File: src/rtl/vga_pkg.sv
// Default 800x600@60 Hz (40 MHz pixel clock) timing set and pattern helpers
// shared by the VGA timing generator and test-pattern top.
package vga_pkg;

   localparam int DEF_H_ACTIVE  = 800;
   localparam int DEF_H_FP      = 40;
   localparam int DEF_H_SYNC    = 128;
   localparam int DEF_H_BP      = 88;
   localparam int DEF_V_ACTIVE  = 600;
   localparam int DEF_V_FP      = 1;
   localparam int DEF_V_SYNC    = 4;
   localparam int DEF_V_BP      = 23;
   localparam int DEF_BAR_WIDTH = 100;

   localparam int DEF_H_TOTAL = DEF_H_ACTIVE + DEF_H_FP + DEF_H_SYNC + DEF_H_BP;
   localparam int DEF_V_TOTAL = DEF_V_ACTIVE + DEF_V_FP + DEF_V_SYNC + DEF_V_BP;
   localparam int DEF_H_W     = $clog2(DEF_H_TOTAL);
   localparam int DEF_V_W     = $clog2(DEF_V_TOTAL);

   localparam logic [2:0] RGB_BLACK = 3'b000;

   // Bars run white..black left to right, i.e. the colour is the bar index inverted.
   function automatic logic [2:0] bar_color(input logic [2:0] bar);
      return 3'd7 - bar;
   endfunction

endpackage

File: src/rtl/vga_timing.sv
// Horizontal/vertical raster counters with sync-window and active-area decode.
// Decode outputs are combinational; the top registers them.
module vga_timing
   import vga_pkg::*;
#(
   parameter int H_ACTIVE = DEF_H_ACTIVE,
   parameter int H_FP     = DEF_H_FP,
   parameter int H_SYNC   = DEF_H_SYNC,
   parameter int H_BP     = DEF_H_BP,
   parameter int V_ACTIVE = DEF_V_ACTIVE,
   parameter int V_FP     = DEF_V_FP,
   parameter int V_SYNC   = DEF_V_SYNC,
   parameter int V_BP     = DEF_V_BP
) (
   input  logic clk,
   input  logic reset,
   output logic o_line_end,
   output logic o_hsync_on,
   output logic o_vsync_on,
   output logic o_active
);

   localparam int H_TOTAL      = H_ACTIVE + H_FP + H_SYNC + H_BP;
   localparam int V_TOTAL      = V_ACTIVE + V_FP + V_SYNC + V_BP;
   localparam int H_W          = $clog2(H_TOTAL);
   localparam int V_W          = $clog2(V_TOTAL);
   localparam int H_SYNC_START = H_ACTIVE + H_FP;
   localparam int H_SYNC_END   = H_SYNC_START + H_SYNC;
   localparam int V_SYNC_START = V_ACTIVE + V_FP;
   localparam int V_SYNC_END   = V_SYNC_START + V_SYNC;

   logic [H_W-1:0] r_hcount;
   logic [V_W-1:0] r_vcount;
   logic           w_hwrap;
   logic           w_vwrap;

   assign w_hwrap = (r_hcount == H_W'(H_TOTAL - 1));
   assign w_vwrap = (r_vcount == V_W'(V_TOTAL - 1));

   // Vertical advances only on the line wrap, so the frame restarts at (0,0).
   always_ff @(posedge clk) begin
      if (reset) begin
         r_hcount <= '0;
         r_vcount <= '0;
      end else begin
         r_hcount <= w_hwrap ? '0 : r_hcount + H_W'(1);
         if (w_hwrap) begin
            r_vcount <= w_vwrap ? '0 : r_vcount + V_W'(1);
         end
      end
   end

   assign o_line_end = w_hwrap;
   assign o_hsync_on = (r_hcount >= H_W'(H_SYNC_START)) && (r_hcount < H_W'(H_SYNC_END));
   assign o_vsync_on = (r_vcount >= V_W'(V_SYNC_START)) && (r_vcount < V_W'(V_SYNC_END));
   assign o_active   = (r_hcount < H_W'(H_ACTIVE)) && (r_vcount < V_W'(V_ACTIVE));

endmodule

File: src/rtl/vga_controller.sv
// VGA timing generator with an eight-bar colour test pattern; every pin is
// driven from a register one cycle behind the raster counters.
module vga_controller
   import vga_pkg::*;
#(
   parameter int   H_ACTIVE  = DEF_H_ACTIVE,
   parameter int   H_FP      = DEF_H_FP,
   parameter int   H_SYNC    = DEF_H_SYNC,
   parameter int   H_BP      = DEF_H_BP,
   parameter int   V_ACTIVE  = DEF_V_ACTIVE,
   parameter int   V_FP      = DEF_V_FP,
   parameter int   V_SYNC    = DEF_V_SYNC,
   parameter int   V_BP      = DEF_V_BP,
   parameter logic SYNC_POL  = 1'b1,
   parameter int   BAR_WIDTH = DEF_BAR_WIDTH
) (
   input  logic clk,
   input  logic reset,
   output logic hsync,
   output logic vsync,
   output logic red,
   output logic grn,
   output logic blu
);

   localparam int             BAR_W    = $clog2(BAR_WIDTH + 1);
   localparam logic [BAR_W-1:0] BAR_LAST = BAR_W'(BAR_WIDTH - 1);

   logic             w_line_end;
   logic             w_hsync_on;
   logic             w_vsync_on;
   logic             w_active;
   logic [BAR_W-1:0] r_bar_left;
   logic [2:0]       r_bar;
   logic             r_hsync;
   logic             r_vsync;
   logic [2:0]       r_rgb;

   vga_timing #(
      .H_ACTIVE (H_ACTIVE),
      .H_FP     (H_FP),
      .H_SYNC   (H_SYNC),
      .H_BP     (H_BP),
      .V_ACTIVE (V_ACTIVE),
      .V_FP     (V_FP),
      .V_SYNC   (V_SYNC),
      .V_BP     (V_BP)
   ) u_timing (
      .clk        (clk),
      .reset      (reset),
      .o_line_end (w_line_end),
      .o_hsync_on (w_hsync_on),
      .o_vsync_on (w_vsync_on),
      .o_active   (w_active)
   );

   // Bar index tracks hcount/BAR_WIDTH without a divider: a down-counter
   // reloads every BAR_WIDTH pixels and the whole thing restarts with the line.
   // The index saturates at 7; past the active area it is masked anyway.
   always_ff @(posedge clk) begin
      if (reset || w_line_end) begin
         r_bar      <= '0;
         r_bar_left <= BAR_LAST;
      end else if (r_bar_left == '0) begin
         r_bar_left <= BAR_LAST;
         if (r_bar != 3'd7) begin
            r_bar <= r_bar + 3'd1;
         end
      end else begin
         r_bar_left <= r_bar_left - BAR_W'(1);
      end
   end

   always_ff @(posedge clk) begin
      if (reset) begin
         r_hsync <= ~SYNC_POL;
         r_vsync <= ~SYNC_POL;
         r_rgb   <= RGB_BLACK;
      end else begin
         r_hsync <= w_hsync_on ? SYNC_POL : ~SYNC_POL;
         r_vsync <= w_vsync_on ? SYNC_POL : ~SYNC_POL;
         r_rgb   <= w_active ? bar_color(r_bar) : RGB_BLACK;
      end
   end

   assign hsync            = r_hsync;
   assign vsync            = r_vsync;
   assign {red, grn, blu}  = r_rgb;

endmodule

File: config.mk
export PLATFORM = sky130hd
export DESIGN_NAME = vga_controller
export DESIGN_NICKNAME = d
export VERILOG_FILES = /design/src/rtl/vga_pkg.sv /design/src/rtl/vga_timing.sv /design/src/rtl/vga_controller.sv
export SDC_FILE = /design/constraint.sdc
export NUM_CORES = 1
export LEC_CHECK = 0
export BUFFER_PORTS_ARGS = -buffer_cell sky130_fd_sc_hd__buf_4
export CAP_MARGIN = 15
export CORE_UTILIZATION = 50
export DETAILED_ROUTE_END_ITERATION = 6
export PLACE_DENSITY = 0.77
export RECOVER_POWER = 50
export SYNTH_ARGS = -nofsm -noshare
export SYNTH_HDL_FRONTEND = slang
export SYNTH_SLANG_ARGS = --single-unit
export TNS_END_PERCENT = 30
File: constraint.sdc
create_clock -name clk -period 4.8 [get_ports clk]
set_input_delay 0.24 -clock clk [delete_from_list [all_inputs] [get_ports clk]]
set_output_delay 0.24 -clock clk [all_outputs]
set_load 0.1 [all_outputs]
==> results of run 1 <==
-- layer usage --
layer | vias up | global-route usage [%]
met5 | - | 0
met1 | 625 | 24.0
met2 | 27 | 31.6
li1 | 670 | -
met3 | 10 | 5.24
met4 | 0 | 9.63
-- metrics by stage --
stage               setup slack (ns)  hold slack (ns)  util, %
finish                          2.60            0.148     57.0
global route                    2.46            0.124     57.0
CTS                             2.60            0.129     57.7
detailed placement              2.61            0.394     55.8
global placement                2.68            0.379     55.8
floorplan                       2.84            0.371        -
-- worst reg2reg max path: cells and delay by family (launching register included) --
family,cells,cell delay (ns)
AO/OA/AOI/OAI,1,0.15
adder cells (fa/ha/maj),1,0.22
flip-flops,1,0.40
AND/OR/NAND/NOR,3,1.38
-- flip-flops by register name, summed over array words and instances, names as in the netlist --
signal / flops
hsync: 1
r_bar: 3
r_bar_left: 7
r_rgb: 3
u_timing.r_hcount: 11
u_timing.r_vcount: 10
vsync: 1
-- power by group --
group,switching (mW),internal (mW),leakage [nW]
clock,0.0939,0.0722,0.0326
combinational,0.0258,0.00973,0.310
sequential,0.00557,0.306,0.293
-- area by class of cell --
cell class / instances / area [µm²] / area share [%]
clock buffer: 8 / 58.8 / 3.33
tap: 44 / 55.1 / 3.11
sequential: 36 / 721 / 40.8
inverter: 12 / 45.0 / 2.55
multi-input combinational: 135 / 858 / 48.5
timing repair buffer: 7 / 30.0 / 1.70
-- logic make-up after synthesis --
family	after synthesis	share of synthesized area [%]
buffers and inverters	20	4.68
DFF	36	43.5
adders and majority gates	9	6.80
xor gates and xnor gates	16	8.46
and+or+nand+nor	79	24.3
AOI/OAI and AO/OA	29	11.0
muxes	2	1.21
-- cells in the final DEF (no fill, tap or decap), drive strengths merged, types with 5 or more instances in the layout --
cell type / count
dfxtp: 36
nor2: 25
clkbuf: 14
nand2: 13
inv: 12
xnor2: 10
a21oi: 10
or3: 9
nand3: 9
ha: 9
o21ai: 8
xor2: 6
nor3: 5
-- how the worst min path moves through the flow --
stage,start,end,slack (ns),depth (start not counted)
2_1_floorplan,r_bar_left[0],r_bar_left[0],0.37,1
3_3_place_gp,r_bar_left[0],r_bar_left[0],0.38,1
3_5_place_dp,r_bar_left[0],r_bar_left[0],0.39,1
4_1_cts,reset,u_timing.r_hcount[6],0.13,2
5_1_grt,reset,u_timing.r_hcount[4],0.12,2
6_report,reset,u_timing.r_hcount[6],0.15,2
==> summary.md, run 1 <==
| Metric | Value |
|---|---|
| Outcome | `finished clean` |
| Library cells used by synthesis | `34` |
| Placed wire-length estimate | `2170 µm` |
| RSZ-0062 raised after global routing | `no` |
| Num rows | `20` |
| Die Ht | `59.6 µm` |
| Syn avg cell area | `8.67 µm²` |
| # hold bufs at CTS | `0` |
| Share of cells above drive strength 1 | `6.06%` |
| Crit path required time | `5.08 ns` |
| Crit. Startpoint | `u_timing.r_hcount[0]` |
| H-tree depth | `2` |
| Syn nets | `202` |
| WL met1 | `1400 µm` |
| Critical Path End | `u_timing.r_vcount[9]` |
| Mapped Area | `1660 µm²` |
| #FFs+latches synth | `36` |
| Number of synthesized flops with an enable pin | `0` |
| Via count | `1,332` |
| Largest net degree at the start of global routing | `13` |
| Buffers & Inverters on Critical Path | `0` |
| Fin cells | `242` |
| Sequential cell area fraction in the yosys report | `43.5%` |
| Area grow syn2layout | `6.72%` |
| Drt wl/cell | `12.2 µm` |
| Min Clock Period, post-route | `2.20 ns` |
| Die area | `3550 µm²` |
| Pwr Density | `290 nW/µm²` |
| Postcts setup bufs | `0` |
| Metal3 WL | `118 µm` |
| DR WL met2 | `1370 µm` |
| R2r setup slk | `2.60 ns` |
| Reg2reg start | `u_timing.r_hcount[0]` |
| FF-to-FF path depth | `5` |
| Final nets | `208` |
| Clock transition at the registers of the reported paths | `0.10 ns` |
| Fin. Hold Viols | `0` |
| Via/cell ratio | `5.50` |
| TritonCTS clock tree | `built` |
| Total track usage | `19.6%` |
| DRT iter0 DRCs | `51` |
| Initial Util | `53.4%` |
| PortBufs | `6` |
| Crit share post-route | `45.9%` |
| Least-Margin Pin Slew | `1.17 ns` |
| CTS buffer count | `5` |
| Setup Skew | `0.00464 ns` |
| Post-Synthesis Cells | `191` |
| CP arrival | `2.48 ns` |
| Slowest-stage cell, CP | `or4_1` |
| Async S/R FF share, synth | `0%` |
| Hold Crit Class | `in -> reg` |
| Post-CTS sizing | `0` |
| I/O Pins | `7` |
| Slowest Stage Delay on Critical Path | `0.53 ns` |
| TNS Setup | `0 ns` |
| First-pass DRT Iterations | `4` |
| Final Setup Violations | `0` |
| Synth cell count leaders | `dfxtp_1 (36), nor2_1 (25), nand2_1 (13), inv_1 (12), xnor2_1 (10)` |
| Core Region | `3100 µm²` |
| Max_cap viols | `0` |
| Post-route DRC | `0` |
| Cell Chain, Critical Path | `ha_1, nand4_1, or3_1, or4_1, a21oi_1` |
| Slew Viols, Final | `0` |
| Yosys top cell area share | `43.5%` |
| Routability cong. | `0.810` |
| Largest delay share family, worst path | `simple AND/OR/NAND/NOR gates` |
| Worst flop-to-flop path endpoint | `u_timing.r_vcount[9]` |
| Max rail drop VDD | `0.000188 V` |
| Syn. warnings | `0` |
| Root Driver | `clkbuf_4` |
| Synth area leaders | `dfxtp_1 (44%), ha_1 (6.8%), nor2_1 (5.7%)` |
| Leakage | `0.635 nW` |
| # fillers | `307` |
| Antenna Cells | `0` |
| Synth area leader | `dfxtp_1` |
| Post-Place Cells | `234` |
| DRT Wirelength | `2950 µm` |
| Post-route ant nets | `0` |
| Die W | `59.6 µm` |
| Vias in the first global route | `1,192` |
| Most frequent cell after synthesis | `dfxtp_1` |
| Worst Setup Start Kind | `flop` |
| Crit path max fanout | `11` |
| Worst setup path category | `reg -> reg` |
| Design area | `1770 µm²` |
| Worst skew pair latency | `0.34 ns` |
| Gr ovfl total | `0` |
| CP Capture Type | `flop` |
| Slew HR | `22.4%` |
| Clock sinks | `36` |
| Placed instance area | `1730 µm²` |
| First-pass GRT wire length | `5140 µm` |
| Total chip power | `513 µW` |
| Antenna violations before repair | `0` |
| CTS Buffer Depth | `2` |
| Max Clk Rate | `454 MHz` |
| Stages on the worst setup path | `5` |
| Primary FF master, synth | `dfxtp_1` |
| Top Metal Used | `met4` |
Power figures use the tool's default switching activity.
==> run 2, diff against run 1 <==
- ABC_AREA: not set -> 1
- clock period: 4.8 -> 2.15 ns (I/O delays scaled with it)
==> run 2 against run 1 <==
Net effect:
- hold slack better by 0.24 ns
- first-iteration DRC count is 2.0% higher
- via count is 20% higher
- wire length grew 15%
- non-clock buffer count stayed put
- combinational power increased by 130%
- total power rose to 2.6 times the previous value
- synthesized cell count up 37%
- fmax grew 32%
- sequential share of layout area shrank 5.9 points
- cell count grew 33%
- sequential power is 120% higher
==> summary.md, run 2 <==
| Metric | Value |
|---|---|
| Final nets | `285 (was 208)` |
| Outcome | `finished clean (unchanged)` |
| Antenna violations before repair | `0 (unchanged)` |
| Via count | `1,596 (was 1,332)` |
| CTS Buffer Depth | `2 (unchanged)` |
| Synth area leaders | `dfxtp_1 (38%), nand2_1 (12%), nor2_1 (9.0%) (was dfxtp_1 (44%), ha_1 (6.8%), nor2_1 (5.7%))` |
| Crit path required time | `2.37 ns (was 5.08 ns)` |
| Die area | `4080 µm² (was 3550 µm²)` |
| Min Clock Period, post-route | `1.67 ns (was 2.20 ns)` |
| Hold Crit Class | `reg -> reg (was in -> reg)` |
| Crit path max fanout | `4 (was 11)` |
| RSZ-0062 raised after global routing | `no (unchanged)` |
| Yosys top cell area share | `37.6% (was 43.5%)` |
| Synth area leader | `dfxtp_1 (unchanged)` |
| CTS buffer count | `5 (unchanged)` |
| Synth cell count leaders | `nand2_1 (60), nor2_1 (46), dfxtp_1 (36), inv_1 (32), nand3_1 (18) (was dfxtp_1 (36), nor2_1 (25), nand2_1 (13), inv_1 (12), xnor2_1 (10))` |
| Antenna Cells | `0 (unchanged)` |
| H-tree depth | `2 (unchanged)` |
| # fillers | `350 (was 307)` |
| Primary FF master, synth | `dfxtp_1 (unchanged)` |
| Syn. warnings | `0 (unchanged)` |
| Placed wire-length estimate | `2530 µm (was 2170 µm)` |
| Syn avg cell area | `7.31 µm² (was 8.67 µm²)` |
| Pwr Density | `654 nW/µm² (was 290 nW/µm²)` |
| Die Ht | `63.9 µm (was 59.6 µm)` |
| #FFs+latches synth | `36 (unchanged)` |
| Most frequent cells in the layout | `nand2_1 (60), nor2_1 (47), dfxtp_1 (36) (was dfxtp_1 (36), nor2_1 (25), nand2_1 (13))` |
| First-pass GRT wire length | `6040 µm (was 5140 µm)` |
| Die W | `63.9 µm (was 59.6 µm)` |
| Max rail drop VDD | `0.000367 V (was 0.000188 V)` |
| Worst skew pair latency | `0.28 ns (was 0.34 ns)` |
| Worst Setup Start Kind | `flop (unchanged)` |
| CP arrival | `1.89 ns (was 2.48 ns)` |
| Mapped Area | `1920 µm² (was 1660 µm²)` |
| Crit share post-route | `77.8% (was 45.9%)` |
| Syn nets | `273 (was 202)` |
| Max_cap viols | `0 (unchanged)` |
| DRT Wirelength | `3390 µm (was 2950 µm)` |
| Largest net degree at the start of global routing | `17 (was 13)` |
| Share of cells above drive strength 1 | `8.00% (was 6.06%)` |
| Initial Util | `52.3% (was 53.4%)` |
| Number of synthesized flops with an enable pin | `0 (unchanged)` |
| Fin. Hold Viols | `0 (unchanged)` |
| Register Area | `721 µm² (unchanged)` |
| Vias in the first global route | `1,441 (was 1,192)` |
| Post-Synthesis Cells | `262 (was 191)` |
| Multi-input gate area | `1020 µm² (was 858 µm²)` |
| Top flop regs | `u_timing.r_hcount: 11 flops, u_timing.r_vcount: 10 flops, r_bar_left: 7 flops (unchanged)` |
| Via/cell ratio | `4.94 (was 5.50)` |
| DRT iter0 DRCs | `52 (was 51)` |
| Number of flip-flops under the largest register name | `11 (unchanged)` |
| Total track usage | `18.9% (was 19.6%)` |
| PortBufs | `6 (unchanged)` |
| I/O Pins | `7 (unchanged)` |
| Root Driver | `clkbuf_8 (was clkbuf_4)` |
| Gr ovfl total | `0 (unchanged)` |
| Clock sinks | `36 (unchanged)` |
| Slew Viols, Final | `0 (unchanged)` |
| Routability cong. | `0.930 (was 0.810)` |
| Biggest register | `u_timing.r_hcount (unchanged)` |
| Post-route ant nets | `0 (unchanged)` |
| CP Capture Type | `flop (unchanged)` |
| Library cells used by synthesis | `30 (was 34)` |
| Most frequent cell after synthesis | `nand2_1 (was dfxtp_1)` |
| Dpl ws | `0.608 ns (was 2.61 ns)` |
| Area grow syn2layout | `8.03% (was 6.72%)` |
| Clock transition at the registers of the reported paths | `0.07 ns (was 0.10 ns)` |
| Post-route DRC | `0 (unchanged)` |
| Sequential cell area fraction in the yosys report | `37.6% (was 43.5%)` |
| Leakage | `0.824 nW (was 0.635 nW)` |
| Core Region | `3660 µm² (was 3100 µm²)` |
| Final Setup Violations | `0 (unchanged)` |
| Drt wl/cell | `10.5 µm (was 12.2 µm)` |
| Async S/R FF share, synth | `0% (unchanged)` |
| Setup Skew | `0.00477 ns (was 0.00464 ns)` |
| TritonCTS clock tree | `built (unchanged)` |
| Setup ws final | `0.477 ns (was 2.60 ns)` |
| First-pass DRT Iterations | `4 (unchanged)` |
| Least-Margin Pin Slew | `1.16 ns (was 1.17 ns)` |
| Num rows | `22 (was 20)` |
| Max Clk Rate | `598 MHz (was 454 MHz)` |
| Worst setup path category | `reg -> reg (unchanged)` |
| Slew HR | `22.9% (was 22.4%)` |
| Most common cell after layout, fill and taps aside | `nand2_1 (was dfxtp_1)` |
| TNS Setup | `0 ns (unchanged)` |
==> run 2: cell families (layout without fill, tap and decap cells) <==
family                   Yosys count  count (layout)  synth area share [%]
XOR/XNOR                           8               8                  3.66
buffers and inverters             36              49                  8.10
flip-flops                        36              36                  37.6
adder cells (fa/ha/maj)            9               9                  5.88
AND/OR/NAND/NOR                  151             151                  37.9
AO/OA/AOI/OAI                     22              22                  6.86
==> run 2: cell type report <==
| type | instances | area share, % |
|---|---|---|
| Clock buffer | 6 | 3.51 |
| Multi-Input combinational cell | 190 | 49.3 |
| Sequential cell | 36 | 34.8 |
| Tap cell | 48 | 2.90 |
| Inverter | 34 | 6.23 |
| Timing Repair Buffer | 7 | 1.57 |
| Clock inverter | 2 | 1.69 |
==> run 2: routing by layer <==
layer / GRT usage, % / share of wire (%) / up-vias
li1: - / - / 848
met1: 22.3 / 48 / 719
met2: 31.6 / 47 / 18
met3: 5.71 / 2.8 / 11
met4: 7.39 / 1.7 / 0
met5: 0 / 0 / -
==> run 2: repair_timing <==
action / 4_1_cts / 5_1_grt
resized for setup: 0 / 0
hold buffers: 1 / 0
endpoints found under the hold margin: 1 / 0
buffers inserted: 0 / 0
==> run 2: power breakdown <==
| group | switching, mW | total [mW] | leakage (nW) | internal [mW] |
|---|---|---|---|---|
| Sequential | 0.0103 | 0.693 | 0.293 | 0.683 |
| Combinational | 0.0581 | 0.0817 | 0.476 | 0.0237 |
| Clock | 0.235 | 0.579 | 0.0552 | 0.344 |
| Total | 0.304 | 1.35 | 0.824 | 1.05 |
==> run 2: final timing paths <==
kind	slack, ns	depth (start not counted)	from	to
worst max register to register	0.48	6	u_timing.r_hcount[0]	u_timing.r_hcount[8]
worst max-delay path	0.48	6	u_timing.r_hcount[0]	u_timing.r_hcount[8]
worst min register to register	0.39	1	r_bar_left[0]	r_bar_left[0]
worst min-delay path	0.39	1	r_bar_left[0]	r_bar_left[0]
==> run 2: critical path: stages (launching register included) <==
cell     delay (ns)
dfxtp_1        0.38
ha_1           0.21
nand3_1        0.25
nor2_1         0.31
nand2_1        0.13
or2_0          0.22
a21oi_1        0.11
==> run 2: stage by stage <==
step	area [µm²]	hold slack, ns	cells	power (mW)	util (%)
finish	2070	0.392	323	1.35	56.5
CTS	2110	0.396	323	1.38	57.7
detailed placement	1990	0.291	314	0.795	54.5
global route	2070	0.415	323	1.41	56.5
floorplan	1920	0.177	262	0.779	-
global placement	1990	0.287	314	0.791	54.5
